[src/rtl/riscv_prefetch_ctrl_if.sv]
// Bus bundle for the instruction prefetch controller: core-side control,
// fetch-FIFO push port and instruction memory request/response channel.
interface riscv_prefetch_ctrl_if;
  logic        req_i;
  logic        branch_i;
  logic [31:0] branch_addr_i;
  logic        fifo_ready_i;
  logic        fifo_valid_o;
  logic [31:0] fifo_addr_o;
  logic [31:0] fifo_rdata_o;
  logic        fifo_clear_o;
  logic        instr_req_o;
  logic [31:0] instr_addr_o;
  logic        instr_gnt_i;
  logic        instr_rvalid_i;
  logic [31:0] instr_rdata_i;
  logic        busy_o;

  // Controller side
  modport slave (
    input  req_i, branch_i, branch_addr_i, fifo_ready_i,
    input  instr_gnt_i, instr_rvalid_i, instr_rdata_i,
    output fifo_valid_o, fifo_addr_o, fifo_rdata_o, fifo_clear_o,
    output instr_req_o, instr_addr_o, busy_o
  );

  // Environment side (core, FIFO and memory)
  modport master (
    output req_i, branch_i, branch_addr_i, fifo_ready_i,
    output instr_gnt_i, instr_rvalid_i, instr_rdata_i,
    input  fifo_valid_o, fifo_addr_o, fifo_rdata_o, fifo_clear_o,
    input  instr_req_o, instr_addr_o, busy_o
  );
endinterface

[src/rtl/riscv_prefetch_ctrl.sv]
// Instruction prefetch controller: issues one word request at a time to
// instruction memory, passes responses straight into the fetch FIFO and
// handles redirects (branches) including aborting an in-flight response.
module riscv_prefetch_ctrl #(
  parameter logic [31:0] BOOT_ADDR = 32'h0000_0080
) (
  input logic                  clk,
  input logic                  rst_n,
  riscv_prefetch_ctrl_if.slave bus
);

  typedef enum logic [1:0] {
    StIdle,
    StWaitGnt,
    StWaitRvalid,
    StWaitAborted
  } state_e;

  state_e      state_q, state_d;
  logic [31:0] fetch_addr_q, fetch_addr_d;
  logic [31:0] tag_addr_q, tag_addr_d;
  logic        first_q, first_d;
  logic        active_q;

  logic        branch;
  logic        seq_ok;
  logic        pending;
  logic [31:0] branch_word;
  logic [31:0] branch_half;
  logic [31:0] req_addr;
  logic [31:0] req_tag;
  logic [31:0] req_next;
  logic        req_first;
  logic        issue;
  logic        push;

  // Select the address and tag of a request that would be issued this cycle
  always_comb begin
    // active_q keeps every output quiet for the first cycle after reset release
    branch      = active_q & bus.branch_i;
    seq_ok      = active_q & bus.req_i & bus.fifo_ready_i;
    branch_word = bus.branch_addr_i & ~32'h3;
    branch_half = bus.branch_addr_i & ~32'h1;
    // In these states fetch_addr_q/tag_addr_q hold a request not yet granted
    pending     = (state_q == StWaitGnt) || (state_q == StWaitAborted);
    req_addr    = branch ? branch_word : fetch_addr_q;
    req_tag     = branch ? branch_half : (pending ? tag_addr_q : fetch_addr_q);
    req_first   = branch | (pending & first_q);
    req_next    = req_addr + 32'd4;
  end

  // Next-state logic and issue/push decisions
  always_comb begin
    state_d      = state_q;
    fetch_addr_d = fetch_addr_q;
    tag_addr_d   = tag_addr_q;
    first_d      = first_q;
    issue        = 1'b0;
    push         = 1'b0;

    unique case (state_q)
      StIdle: begin
        issue = branch | seq_ok;
      end
      StWaitGnt: begin
        issue = 1'b1;
      end
      StWaitRvalid: begin
        if (bus.instr_rvalid_i) begin
          push    = ~branch;
          issue   = branch | seq_ok;
          first_d = 1'b0;
          if (!issue) begin
            state_d = StIdle;
          end
        end else if (branch) begin
          // Stale response still owed; remember the target until it returns
          state_d      = StWaitAborted;
          fetch_addr_d = branch_word;
          tag_addr_d   = branch_half;
          first_d      = 1'b1;
        end
      end
      StWaitAborted: begin
        if (bus.instr_rvalid_i) begin
          issue = 1'b1;
        end else if (branch) begin
          fetch_addr_d = branch_word;
          tag_addr_d   = branch_half;
          first_d      = 1'b1;
        end
      end
      default: begin
        state_d = StIdle;
      end
    endcase

    if (issue) begin
      tag_addr_d = req_tag;
      first_d    = req_first;
      if (bus.instr_gnt_i) begin
        state_d      = StWaitRvalid;
        fetch_addr_d = req_next;
      end else begin
        // Hold the request address stable until granted
        state_d      = StWaitGnt;
        fetch_addr_d = req_addr;
      end
    end
  end

  // Output drive
  always_comb begin
    bus.instr_req_o  = issue;
    bus.instr_addr_o = req_addr;
    bus.fifo_valid_o = push;
    bus.fifo_addr_o  = push ? tag_addr_q : 32'h0;
    bus.fifo_rdata_o = push ? bus.instr_rdata_i : 32'h0;
    bus.fifo_clear_o = branch;
    bus.busy_o       = (state_q != StIdle);
  end

  // State and address registers
  always_ff @(posedge clk or negedge rst_n) begin
    if (!rst_n) begin
      state_q      <= StIdle;
      fetch_addr_q <= BOOT_ADDR;
      tag_addr_q   <= BOOT_ADDR;
      first_q      <= 1'b0;
      active_q     <= 1'b0;
    end else begin
      state_q      <= state_d;
      fetch_addr_q <= fetch_addr_d;
      tag_addr_q   <= tag_addr_d;
      first_q      <= first_d;
      active_q     <= 1'b1;
    end
  end

endmodule

[src/flat_wrapper.sv]
// flat-port wrapper written by rule: the top's interface ports become plain ports
module riscv_prefetch_ctrl_flat 
#(
  parameter logic [31:0] BOOT_ADDR = 32'h0000_0080
)
  (clk, rst_n, bus_req_i, bus_branch_i, bus_branch_addr_i, bus_fifo_ready_i, bus_instr_gnt_i, bus_instr_rvalid_i, bus_instr_rdata_i, bus_fifo_valid_o, bus_fifo_addr_o, bus_fifo_rdata_o, bus_fifo_clear_o, bus_instr_req_o, bus_instr_addr_o, bus_busy_o);
  riscv_prefetch_ctrl_if bus_i ();
  input logic clk;
  input logic rst_n;
  input wire logic [$bits(bus_i.req_i)-1:0] bus_req_i;
  input wire logic [$bits(bus_i.branch_i)-1:0] bus_branch_i;
  input wire logic [$bits(bus_i.branch_addr_i)-1:0] bus_branch_addr_i;
  input wire logic [$bits(bus_i.fifo_ready_i)-1:0] bus_fifo_ready_i;
  input wire logic [$bits(bus_i.instr_gnt_i)-1:0] bus_instr_gnt_i;
  input wire logic [$bits(bus_i.instr_rvalid_i)-1:0] bus_instr_rvalid_i;
  input wire logic [$bits(bus_i.instr_rdata_i)-1:0] bus_instr_rdata_i;
  output wire logic [$bits(bus_i.fifo_valid_o)-1:0] bus_fifo_valid_o;
  output wire logic [$bits(bus_i.fifo_addr_o)-1:0] bus_fifo_addr_o;
  output wire logic [$bits(bus_i.fifo_rdata_o)-1:0] bus_fifo_rdata_o;
  output wire logic [$bits(bus_i.fifo_clear_o)-1:0] bus_fifo_clear_o;
  output wire logic [$bits(bus_i.instr_req_o)-1:0] bus_instr_req_o;
  output wire logic [$bits(bus_i.instr_addr_o)-1:0] bus_instr_addr_o;
  output wire logic [$bits(bus_i.busy_o)-1:0] bus_busy_o;
  assign bus_i.req_i = bus_req_i;
  assign bus_i.branch_i = bus_branch_i;
  assign bus_i.branch_addr_i = bus_branch_addr_i;
  assign bus_i.fifo_ready_i = bus_fifo_ready_i;
  assign bus_i.instr_gnt_i = bus_instr_gnt_i;
  assign bus_i.instr_rvalid_i = bus_instr_rvalid_i;
  assign bus_i.instr_rdata_i = bus_instr_rdata_i;
  assign bus_fifo_valid_o = bus_i.fifo_valid_o;
  assign bus_fifo_addr_o = bus_i.fifo_addr_o;
  assign bus_fifo_rdata_o = bus_i.fifo_rdata_o;
  assign bus_fifo_clear_o = bus_i.fifo_clear_o;
  assign bus_instr_req_o = bus_i.instr_req_o;
  assign bus_instr_addr_o = bus_i.instr_addr_o;
  assign bus_busy_o = bus_i.busy_o;
  riscv_prefetch_ctrl #(.BOOT_ADDR(BOOT_ADDR)) u_core (.clk(clk), .rst_n(rst_n), .bus(bus_i));
endmodule
[config.mk]
export PLATFORM = sky130hd
export DESIGN_NAME = riscv_prefetch_ctrl_flat
export DESIGN_NICKNAME = d
export VERILOG_FILES = /design/src/rtl/riscv_prefetch_ctrl_if.sv /design/src/rtl/riscv_prefetch_ctrl.sv /design/src/flat_wrapper.sv
export SDC_FILE = /design/constraint.sdc
export NUM_CORES = 1
export LEC_CHECK = 0
export ABC_AREA = 0
export ABC_CLOCK_PERIOD_IN_PS = 3900
export BUFFER_PORTS_ARGS = -buffer_cell sky130_fd_sc_hd__buf_2
export CAP_MARGIN = 20
export CORE_UTILIZATION = 54
export CTS_BUF_LIST = sky130_fd_sc_hd__clkbuf_8
export DETAILED_ROUTE_END_ITERATION = 6
export PLACE_DENSITY_LB_ADDON = 0.05
export SKIP_LAST_GASP = 1
export SYNTH_ARGS = -nofsm -noshare
export SYNTH_HDL_FRONTEND = slang
export SYNTH_SLANG_ARGS = --single-unit
export TNS_END_PERCENT = 1
[constraint.sdc]
create_clock -name clk -period 3.9 [get_ports clk]
set_clock_uncertainty 0.15 [all_clocks]
set_input_delay 0.195 -clock clk [delete_from_list [all_inputs] [get_ports clk]]
set_output_delay 0.195 -clock clk [all_outputs]
set_load 0.02 [all_outputs]
# Yosys cells after proc, flatten, opt, wreduce, memory -nomap -nowiden
# Cells that the tools add are included.
# op_classes
addsub	1
multipliers	0
div_mod_pow	0
n_lt_le_gt_ge	0
eq_ne	6
shift	0
mux	24
bitwise	5
n_reduce_logical	11
# ops
cell	n
32-bit 2-to-1 mux	13
32-bit by 3-bit adder with 32-bit output, second input constant	1
2-bit 2-to-1 mux	6
2-bit nonzero test	4
2-bit == test, second input constant	2
1-bit 2-to-1 mux	4
2-bit by 1-bit != test with 1-bit output, second input constant	2
1-bit case mux with 4 select lines	1
4-bit AND reduction	1
1-bit bitwise AND	3
3-bit != test, second input constant	1
3-bit AND reduction	1
3-bit nonzero test	1
2-bit by 1-bit == test with 1-bit output, second input constant	1
2-bit logical NOT	1
2-bit AND reduction	1
2-bit OR reduction	1
1-bit logical OR	1
1-bit NOT	1
1-bit OR	1
# totals
ff_bits	67
latchBits	0
ramBits	0
mem_bits_ro	0
input_bits	71
output_inout_bits	100
word_cells	51
memories	0

# Longest topological paths before layout
# Gate-level depths: netlist (run 1).
# logic_depth
word_depth	7
mapped_depth	10
depth_no_buf	9

# Worst setup path after synthesis (run 1)
# Ideal clock, no wire load.
# synth_timing
path_type	reg2reg
startpoint	reg u_core.active_q
endpoint	reg u_core.fetch_addr_q[24]
setup_ps	128
t_arrival_ps	2295
setup_slack_ps	1327
path_stages_with_launch	11
n_path_buf	1
synth_period_minus_slack_ps	2573
path_cell_list	dfrtp_1 > nand2_2 > buf_1 > mux2i_1 > inv_1 > ha_1 > and2_1 > nand4_4 > nor4_4 > nand2_1 > xnor2_1
# synth_via
word_cells_on_any_way	15
# synth_lines
element	line_no	rtl
from (decl)	riscv_prefetch_ctrl.sv:23	logic active_q;
from (signal assigned)	riscv_prefetch_ctrl.sv:130	active_q <= 1'b0;
from (signal assigned)	riscv_prefetch_ctrl.sv:136	active_q <= 1'b1;
1-bit bitwise AND	riscv_prefetch_ctrl.sv:40	branch = active_q & bus.branch_i;
32-bit 2-to-1 mux	riscv_prefetch_ctrl.sv:46	req_addr = branch ? branch_word : fetch_addr_q;
via bus_instr_addr_o[2]	flat_wrapper.sv:22	output wire logic [$bits(bus_i.instr_addr_o)-1:0] bus_instr_addr_o;
32-bit by 3-bit adder with 32-bit output	riscv_prefetch_ctrl.sv:49	req_next = req_addr + 32'd4;
32-bit 2-to-1 mux	riscv_prefetch_ctrl.sv:101	if (bus.instr_gnt_i) begin
32-bit 2-to-1 mux	riscv_prefetch_ctrl.sv:98	if (issue) begin
to (signal assigned)	riscv_prefetch_ctrl.sv:133	fetch_addr_q <= fetch_addr_d;
to (decl)	riscv_prefetch_ctrl.sv:20	logic [31:0] fetch_addr_q, fetch_addr_d;
# The timed path passes the listed nets, and every way through them passes these cells. The select of a mux whose other input is x is not followed.
# A chain may end at the register's enable or synchronous reset.

# Worst setup path after layout (run 1)
# layout_timing
startpoint	reg u_core.active_q
endpoint	out bus_fifo_rdata_o[28]
# layout_via
elab_chain_cells	5
# layout_rtl
element	line_no	rtl
1-bit bitwise AND	riscv_prefetch_ctrl.sv:40	
1-bit NOT	riscv_prefetch_ctrl.sv:70	push = ~branch;
1-bit 2-to-1 mux	riscv_prefetch_ctrl.sv:69	if (bus.instr_rvalid_i) begin
1-bit 2-to-1 mux	riscv_prefetch_ctrl.sv:61	unique case (state_q)
32-bit 2-to-1 mux	riscv_prefetch_ctrl.sv:118	bus.fifo_rdata_o = push ? bus.instr_rdata_i : 32'h0;
to (decl)	flat_wrapper.sv:19	output wire logic [$bits(bus_i.fifo_rdata_o)-1:0] bus_fifo_rdata_o;
# Every way passes these cells.

==> summary.md, run 1 <==
| Metric | Value |
|---|---|
| Synth Cell Area | `just over 4000 µm²` |
| Fmax | `~0.36 GHz` |
| ANT cells | `0` |
| Slew headroom | `0.297` |
| Rows | `31` |
| Starting density of the core | `0.563` |
| # H-tree levels | `3` |
| Max-slew violations | `0` |
| GR Util met3 | `0.0508` |
| Synth Instances | `478` |
| Share of layout cells above drive strength 1 | `0.336` |
| Crit Path Category | `flop to primary output` |
| Layout area overhead | `29.0%` |
| Netlist cell types | `44` |
| Postcts setup bufs | `0` |
| Grt ovf | `0` |
| Post-synthesis sequential element count | `67` |
| Final Hold Viols | `0` |
| Most common cell after layout, fill and taps aside | `buf_2` |
| Vias after detailed routing | `3882` |
| Die H | `between 80 and 90 µm` |
| Worst path buffer plus inverter count | `3` |
| Slew of the pin with the lowest slew margin | `a little over 1000 ps` |
| Grt peak-use layer | `met2` |
| Synthesis Warnings | `0` |
| Vias in the first global route | `around 3400` |
| Worst R2R End | `u_core.fetch_addr_q[27]$_DFFE_PN0P_` |
| Fillcell total | `roughly 630` |
| Post-synth EDFFs | `0` |
| Commonest cells after routing, fill and taps aside | `buf_2 (169), nand2_1 (87), and2_1 (69)` |
| Crit path capture | `bus_fifo_rdata_o[28]` |
| Cells on worst reg2reg path | `8` |
| # setup viols final | `0` |
| Cell chain of the critical path | `nand2_2, inv_4, nor3_2, buf_4, and2_1, buf_2` |
| Placed insts | `724` |
| Avg WL per Cell | `approximately 14 µm` |
| Crit path max-delay family | `simple AND/OR/NAND/NOR gates` |
| DRC viols | `0` |
| Met1 GRT Util | `0.354` |
| Outcome | `completed` |
| Worst vdd ir | `between 200 and 250 µV` |
| Final setup TNS | `0 ps` |
| Hold buffer count at CTS | `3` |
| First-pass GRT wire length | `about 16000 µm` |
| Worst Setup End Kind | `primary output` |
| Power per cell area | `~440 nW/µm²` |
| DP HPWL | `between 7000 and 8000 µm` |
| R2R Setup Slk | `1220 ps` |
| Worst Setup Start Kind | `flop` |
| Critical path fanouts, max | `51` |
| Die area | `7990 µm²` |
| GP Congestion | `roughly 0.85` |
| Post-synth top flop | `dfrtp_1` |
| Post-route ant nets | `0` |
| Core Region | `roughly 7300 µm²` |
| Avg Inst Size Synth | `between 8 and 9 µm²` |
| Slowest CP cell | `nor3_2` |
| Die Span X | `between 80 and 90 µm` |
| Hold Path Class | `input pin to flop` |
| Clk sink count | `67` |
| I/O Pins | `between 150 and 200` |
| RSZ-0062 raised after global routing | `false` |
| P_leak | `around 2.7 nW` |
| CTS Buf Count | `9` |
| Buffers added on ports | `about 170` |
| Final critical-path required period | `about 2800 ps` |
| DRT Wirelength | `between 10000 and 15000 µm` |
| Critical path arrival | `~2500 ps` |
| Via density | `between 5 and 6` |
| Final Instance Count excl. Fillers | `roughly 740` |
| Drt pass-1 iters | `4` |
| Reg-to-Reg Start | `u_core.active_q$_DFF_PN0_` |
| Post_cts resized | `0` |
| Synthesized Nets | `550` |
| Max-cap violations | `0` |
| All-Layer GR Usage | `0.274` |
| Root buf cell | `clkbuf_8` |
| Register area share after synthesis | `0.407` |
| CP Depth | `6` |
| CTS tree | `done` |
| Number of antenna violations at the first check in global routing | `0` |
| Later-pin clock latency in the skew report | `roughly 340 ps` |
| Async SR Flop Fraction | `1.00` |
| Final clock period utilization by the worst path | `0.721` |
| DRT iter0 DRCs | `between 100 and 150` |
| Largest net degree at the start of global routing | `61` |
| Clk buf depth | `2` |
| # nets final | `around 710` |
| CP peak stage delay | `around 700 ps` |
| Crit. Startpoint | `u_core.active_q$_DFF_PN0_` |
| Clk slew on worst S/H paths | `around 80 ps` |
| Worst EP required | `3560 ps` |
| Met2 usage | `0.477` |
==> synth_stat cells (4+ instances only) <==
| cell type | instances | area (µm²) |
|---|---|---|
| nand2_1 | 87 | 327 |
| and2_1 | 69 | 432 |
| dfrtp_1 | 65 | 1630 |
| o21ai_0 | 59 | 295 |
| mux2i_1 | 32 | 320 |
| xnor2_1 | 24 | 210 |
| inv_1 | 23 | 86.3 |
| nand4_1 | 17 | 106 |
| clkbuf_1 | 15 | 56.3 |
| nor2_1 | 12 | 45.0 |
| buf_2 | 7 | 35.0 |
| mux2_2 | 7 | 78.8 |
| nand3_1 | 7 | 35.0 |
| nor3_1 | 6 | 30.0 |
| a21oi_1 | 5 | 25.0 |
| buf_4 | 4 | 30.0 |
| o21ai_1 | 4 | 20.0 |
==> final cells by class <==
class / instances / area (µm²) / share of cell area
inverters: 24 / 92.6 / 0.0174
clock buffers: 9 / 124 / 0.0233
multi-input cells: 359 / 2240 / 0.420
well taps: 99 / 124 / 0.0233
repair buffers: 179 / 948 / 0.178
clock inverters: 7 / 116 / 0.0219
flip-flops and latches: 67 / 1680 / 0.316
==> stage by stage <==
step           hold slack (ps)   util  total power [mW]  setup WS [ps]  instance area [µm²]
5_1_grt                   21.1  0.726              2.51            900                 5320
2_1_floorplan             -251      -              1.42           1330                 4130
3_5_place_dp               209  0.685              1.67           1060                 5020
6_report                  22.8  0.726              2.37           1090                 5320
4_1_cts                   19.3  0.722              2.37           1060                 5290
3_3_place_gp               197  0.685              1.64           1110                 5020
==> how the worst min path moves through the flow <==
stage | start | to | depth (start not counted) | slack (ps)
2_1_floorplan | rst_n | u_core.active_q$_DFF_PN0_ | 0 | -250
3_3_place_gp | rst_n | u_core.tag_addr_q[14]$_DFFE_PN0P_ | 1 | 200
3_5_place_dp | rst_n | u_core.tag_addr_q[14]$_DFFE_PN0P_ | 1 | 210
4_1_cts | bus_branch_addr_i[11] | u_core.tag_addr_q[11]$_DFFE_PN0P_ | 3 | 20
5_1_grt | bus_branch_addr_i[3] | u_core.tag_addr_q[3]$_DFFE_PN0P_ | 3 | 20
6_report | bus_branch_addr_i[11] | u_core.tag_addr_q[11]$_DFFE_PN0P_ | 3 | 20
==> layer usage <==
layer | vias up | wire, µm
li1 | 1914 | -
met1 | 1818 | 4560
met2 | 142 | 5370
met3 | 8 | 769
met4 | 0 | 85
met5 | - | 0
==> registers in the layout, summed over array words and instances (netlist names) <==
name                 count
u_core.active_q          1
u_core.tag_addr_q       32
u_core.fetch_addr_q     32
u_core.state_q           2
==> worst reg2reg max path: stages (launching register included) <==
cell and delay [ps]:
dfrtp_1 360, nand2_2 80, inv_4 240, buf_4 410
mux2_2 320, nand4_2 180, nor4_2 510, nand3b_1 180
xnor2_1 160
==> cells by family (layout without fill, tap and decap cells) <==
logic type / Yosys count / in the layout / synth area share
AO/OA/AOI/OAI: 72 / 72 / 0.0910
XOR/XNOR: 26 / 26 / 0.0552
adder cells (fa/ha/maj): 1 / 1 / 0.00303
buffers and inverters: 52 / 219 / 0.0555
flip-flops: 67 / 67 / 0.407
multiplexers: 40 / 40 / 0.100
other: 1 / 1 / 0.000909
AND/OR/NAND/NOR: 219 / 219 / 0.287
==> power breakdown <==
group	total, mW	leakage, nW	switching (mW)	internal [mW]
clock	0.706	0.119	0.282	0.423
sequential	0.904	0.809	0.0685	0.835
combinational	0.758	1.80	0.482	0.276
(Power assumes the default switching activity.)
==> inputs of run 2 (changes only) <==
- ABC_AREA: 0 -> 1
- ABC_CLOCK_PERIOD_IN_PS: 3900 -> 2830
- CORE_UTILIZATION: 54 -> 52
- clock period: 3.9 -> 2.83 ns (I/O delays scaled with it)
==> run 2 against run 1 <==
  * The flow now finishes with violations (hold timing)
  * Power is 41% higher
  * Highest routed layer unchanged
  * Synthesized cell count is 44% higher
  * Largest power group is now combinational logic
  * Clock-buffer cell count stayed put
  * Worst hold slack lost 29 ps
==> summary.md, run 2 <==
| Metric | Value |
|---|---|
| Commonest cells post-synth | `nor2_1 (135), nand2_1 (125), inv_1 (117)` |
| DRT Wirelength | `roughly 14000 µm` |
| Synth Cell Area | `around 4600 µm²` |
| Slew headroom | `0.497` |
| First-pass GRT wire length | `between 20000 and 25000 µm` |
| Die area | `9200 µm²` |
| Final Hold Viols | `1` |
| RSZ-0062 raised after global routing | `false` |
| Clk slew on worst S/H paths | `80 ps` |
| Top cells by area, synth | `dfrtp_1 (35%), nor2_1 (11%), nand2_1 (10%)` |
| Root buf cell | `clkbuf_8` |
| Final core occ | `0.703` |
| Post-synth EDFFs | `0` |
| R2R Setup Slk | `a little under 400 ps` |
| Clk buf depth | `2` |
| WHS | `-6.08 ps` |
| DP HPWL | `around 10000 µm` |
| GP Congestion | `a little over 0.9` |
| DRC viols | `0` |
| Commonest cells after routing, fill and taps aside | `buf_2 (169), nor2_1 (135), nand2_1 (125)` |
| Die Span X | `roughly 96 µm` |
| Buffers added on ports | `between 150 and 200` |
| Cell chain of the critical path | `buf_4, nand3_1, nand3_2, nand2_2, inv_2, buf_4, buf_2` |
| CTS tree | `done` |
| Final critical-path required period | `roughly 2500 ps` |
| Share of layout cells above drive strength 1 | `0.285` |
| Number of antenna violations at the first check in global routing | `1` |
| Slowest CP cell | `dfrtp_1` |
| Post-synth top flop | `dfrtp_1` |
| All-Layer GR Usage | `0.316` |
| I/O Pins | `171` |
| # H-tree levels | `3` |
| Final setup TNS | `0 ps` |
| Post-Synth Simple-Gate Area | `0.370` |
| P_leak | `3.30 nW` |
| Synthesized Nets | `around 760` |
| CTS Buf Count | `9` |
| Grt ovf | `0` |
| CP peak stage delay | `440 ps` |
| Synth area leader | `dfrtp_1` |
| Post-route ant nets | `0` |
| Later-pin clock latency in the skew report | `approximately 340 ps` |
| Power per cell area | `between 500 and 600 nW/µm²` |
| Largest regs | `u_core.fetch_addr_q: 32 flops, u_core.tag_addr_q: 32 flops, u_core.state_q: 2 flops` |
| Worst vdd ir | `385 µV` |
| Post-synthesis adder-cell area fraction | `0.00273` |
| Outcome | `complete, but fails checks` |
| Hold path cells | `3` |
| Post-synthesis sequential element count | `between 60 and 70` |
| # setup viols final | `0` |
| Starting density of the core | `0.547` |
| Layout area overhead | `28.5%` |
| Slew of the pin with the lowest slew margin | `between 700 and 800 ps` |
| Worst EP required | `2540 ps` |
| Most used cell, CP | `buf_4` |
| Vias in the first global route | `about 4600` |
| Drt pass-1 iters | `5` |
| Critical path arrival | `2240 ps` |
| DRT iter0 DRCs | `approximately 400` |
| Critical path fanouts, max | `25` |
| Via density | `a little over 5` |
| Async SR Flop Fraction | `1.00` |
| Die H | `95.9 µm` |
| Compound-cell area share of the yosys netlist | `0.0987` |
| Synth Instances | `a little under 700` |
| Main combinational cell family by area after synthesis | `simple AND/OR/NAND/NOR gates` |
| Rows | `33` |
| Clk sink count | `67` |
| Vias after detailed routing | `5101` |
| Violated checks | `hold timing` |
| Worst Setup Start Kind | `flop` |
| Placed insts | `937` |
| Register area share after synthesis | `0.366` |
| Largest net degree at the start of global routing | `66` |
| Core Region | `roughly 8400 µm²` |
| Hold Path Class | `input pin to flop` |
| Count leader, synth | `nor2_1` |
| Avg Inst Size Synth | `6.68 µm²` |
| Final clock period utilization by the worst path | `0.894` |
| Worst Setup End Kind | `primary output` |
| Final Instance Count excl. Fillers | `982` |
| Avg WL per Cell | `between 10 and 15 µm` |
| Mux contribution to synthesized area | `0` |
| Netlist cell types | `36` |
| Post-synth top area share | `0.355` |
| Most common cell after layout, fill and taps aside | `buf_2` |
| # nets final | `943` |
| Fmax | `about 0.40 GHz` |
| Cells on worst reg2reg path | `10` |
| Crit Path Category | `flop to primary output` |
| Max-cap violations | `0` |
| Synthesis Warnings | `0` |
| Max-slew violations | `0` |
| XOR/XNOR share of the synthesized area | `0.0191` |
-- run 2: path summary, 6_finish.rpt --
check	startpoint	to
min reg2reg	u_core.tag_addr_q[7]$_DFFE_PN1P_	u_core.tag_addr_q[7]$_DFFE_PN1P_
min in group asynchronous	rst_n	u_core.fetch_addr_q[4]$_DFFE_PN0P_
max	u_core.active_q$_DFF_PN0_	bus_instr_req_o
max in group asynchronous	rst_n	u_core.tag_addr_q[19]$_DFFE_PN0P_
min	bus_branch_addr_i[25]	u_core.tag_addr_q[25]$_DFFE_PN0P_
max reg2reg	u_core.active_q$_DFF_PN0_	u_core.fetch_addr_q[18]$_DFFE_PN0P_
-- run 2: cells by family (layout without fill, tap and decap cells) --
family                   count (synthesis)  count (layout)
flip-flops                              67              67
other                                    1               2
buffers and inverters                  153             342
AO/OA/AOI/OAI                           75              75
adder cells (fa/ha/maj)                  1               1
AND/OR/NAND/NOR                        380             380
XOR/XNOR                                10              10
-- run 2: final cells by class --
type                       instances  area [µm²]
tap                              105         131
clock inverter                     7        37.5
multi-input combinational        467        2260
timing repair buffer             207        1210
sequential                        67        1680
inverter                         119         447
fill                             735        2490
clock buffer                       9         124
antenna                            1        2.50
-- run 2: routing by layer --
| layer | up-vias | part of all wire | global-route usage |
|---|---|---|---|
| li1 | 2490 | - | - |
| met1 | 2297 | 0.44 | 0.437 |
| met2 | 280 | 0.44 | 0.482 |
| met3 | 34 | 0.091 | 0.0569 |
| met4 | 0 | 0.025 | 0.146 |
| met5 | - | 0 | 0 |
-- run 2: worst max-delay path: cells and delay by family (launching register included) --
family | cells | cell delay, ps
buf+inv | 4 | 1050
flops | 1 | 440
simple gates | 3 | 390
-- run 2: stage by stage --
step / total power, mW / area (µm²) / worst slack, ps
finish: 3.35 / 5900 / 300
global route: 3.56 / 5900 / 182
CTS: 3.33 / 5890 / 323
detailed placement: 2.62 / 5450 / 439
global placement: 2.58 / 5450 / 502
floorplan: 2.20 / 4590 / 819
-- run 2: report_power, final --
group	total [mW]	internal, mW	switching [mW]
clock network	0.691	0.307	0.384
registers	1.24	1.18	0.0662
logic	1.42	0.442	0.973
-- run 2: repair_timing --
| item | in CTS | in global routing |
|---|---|---|
| endpoints found under the hold margin | 57 | 0 |
| buffers inserted | 0 | 0 |
| hold buffers | 28 | 0 |
| resized for setup | 0 | 0 |
| endpoints found under the setup margin | 0 | 0 |
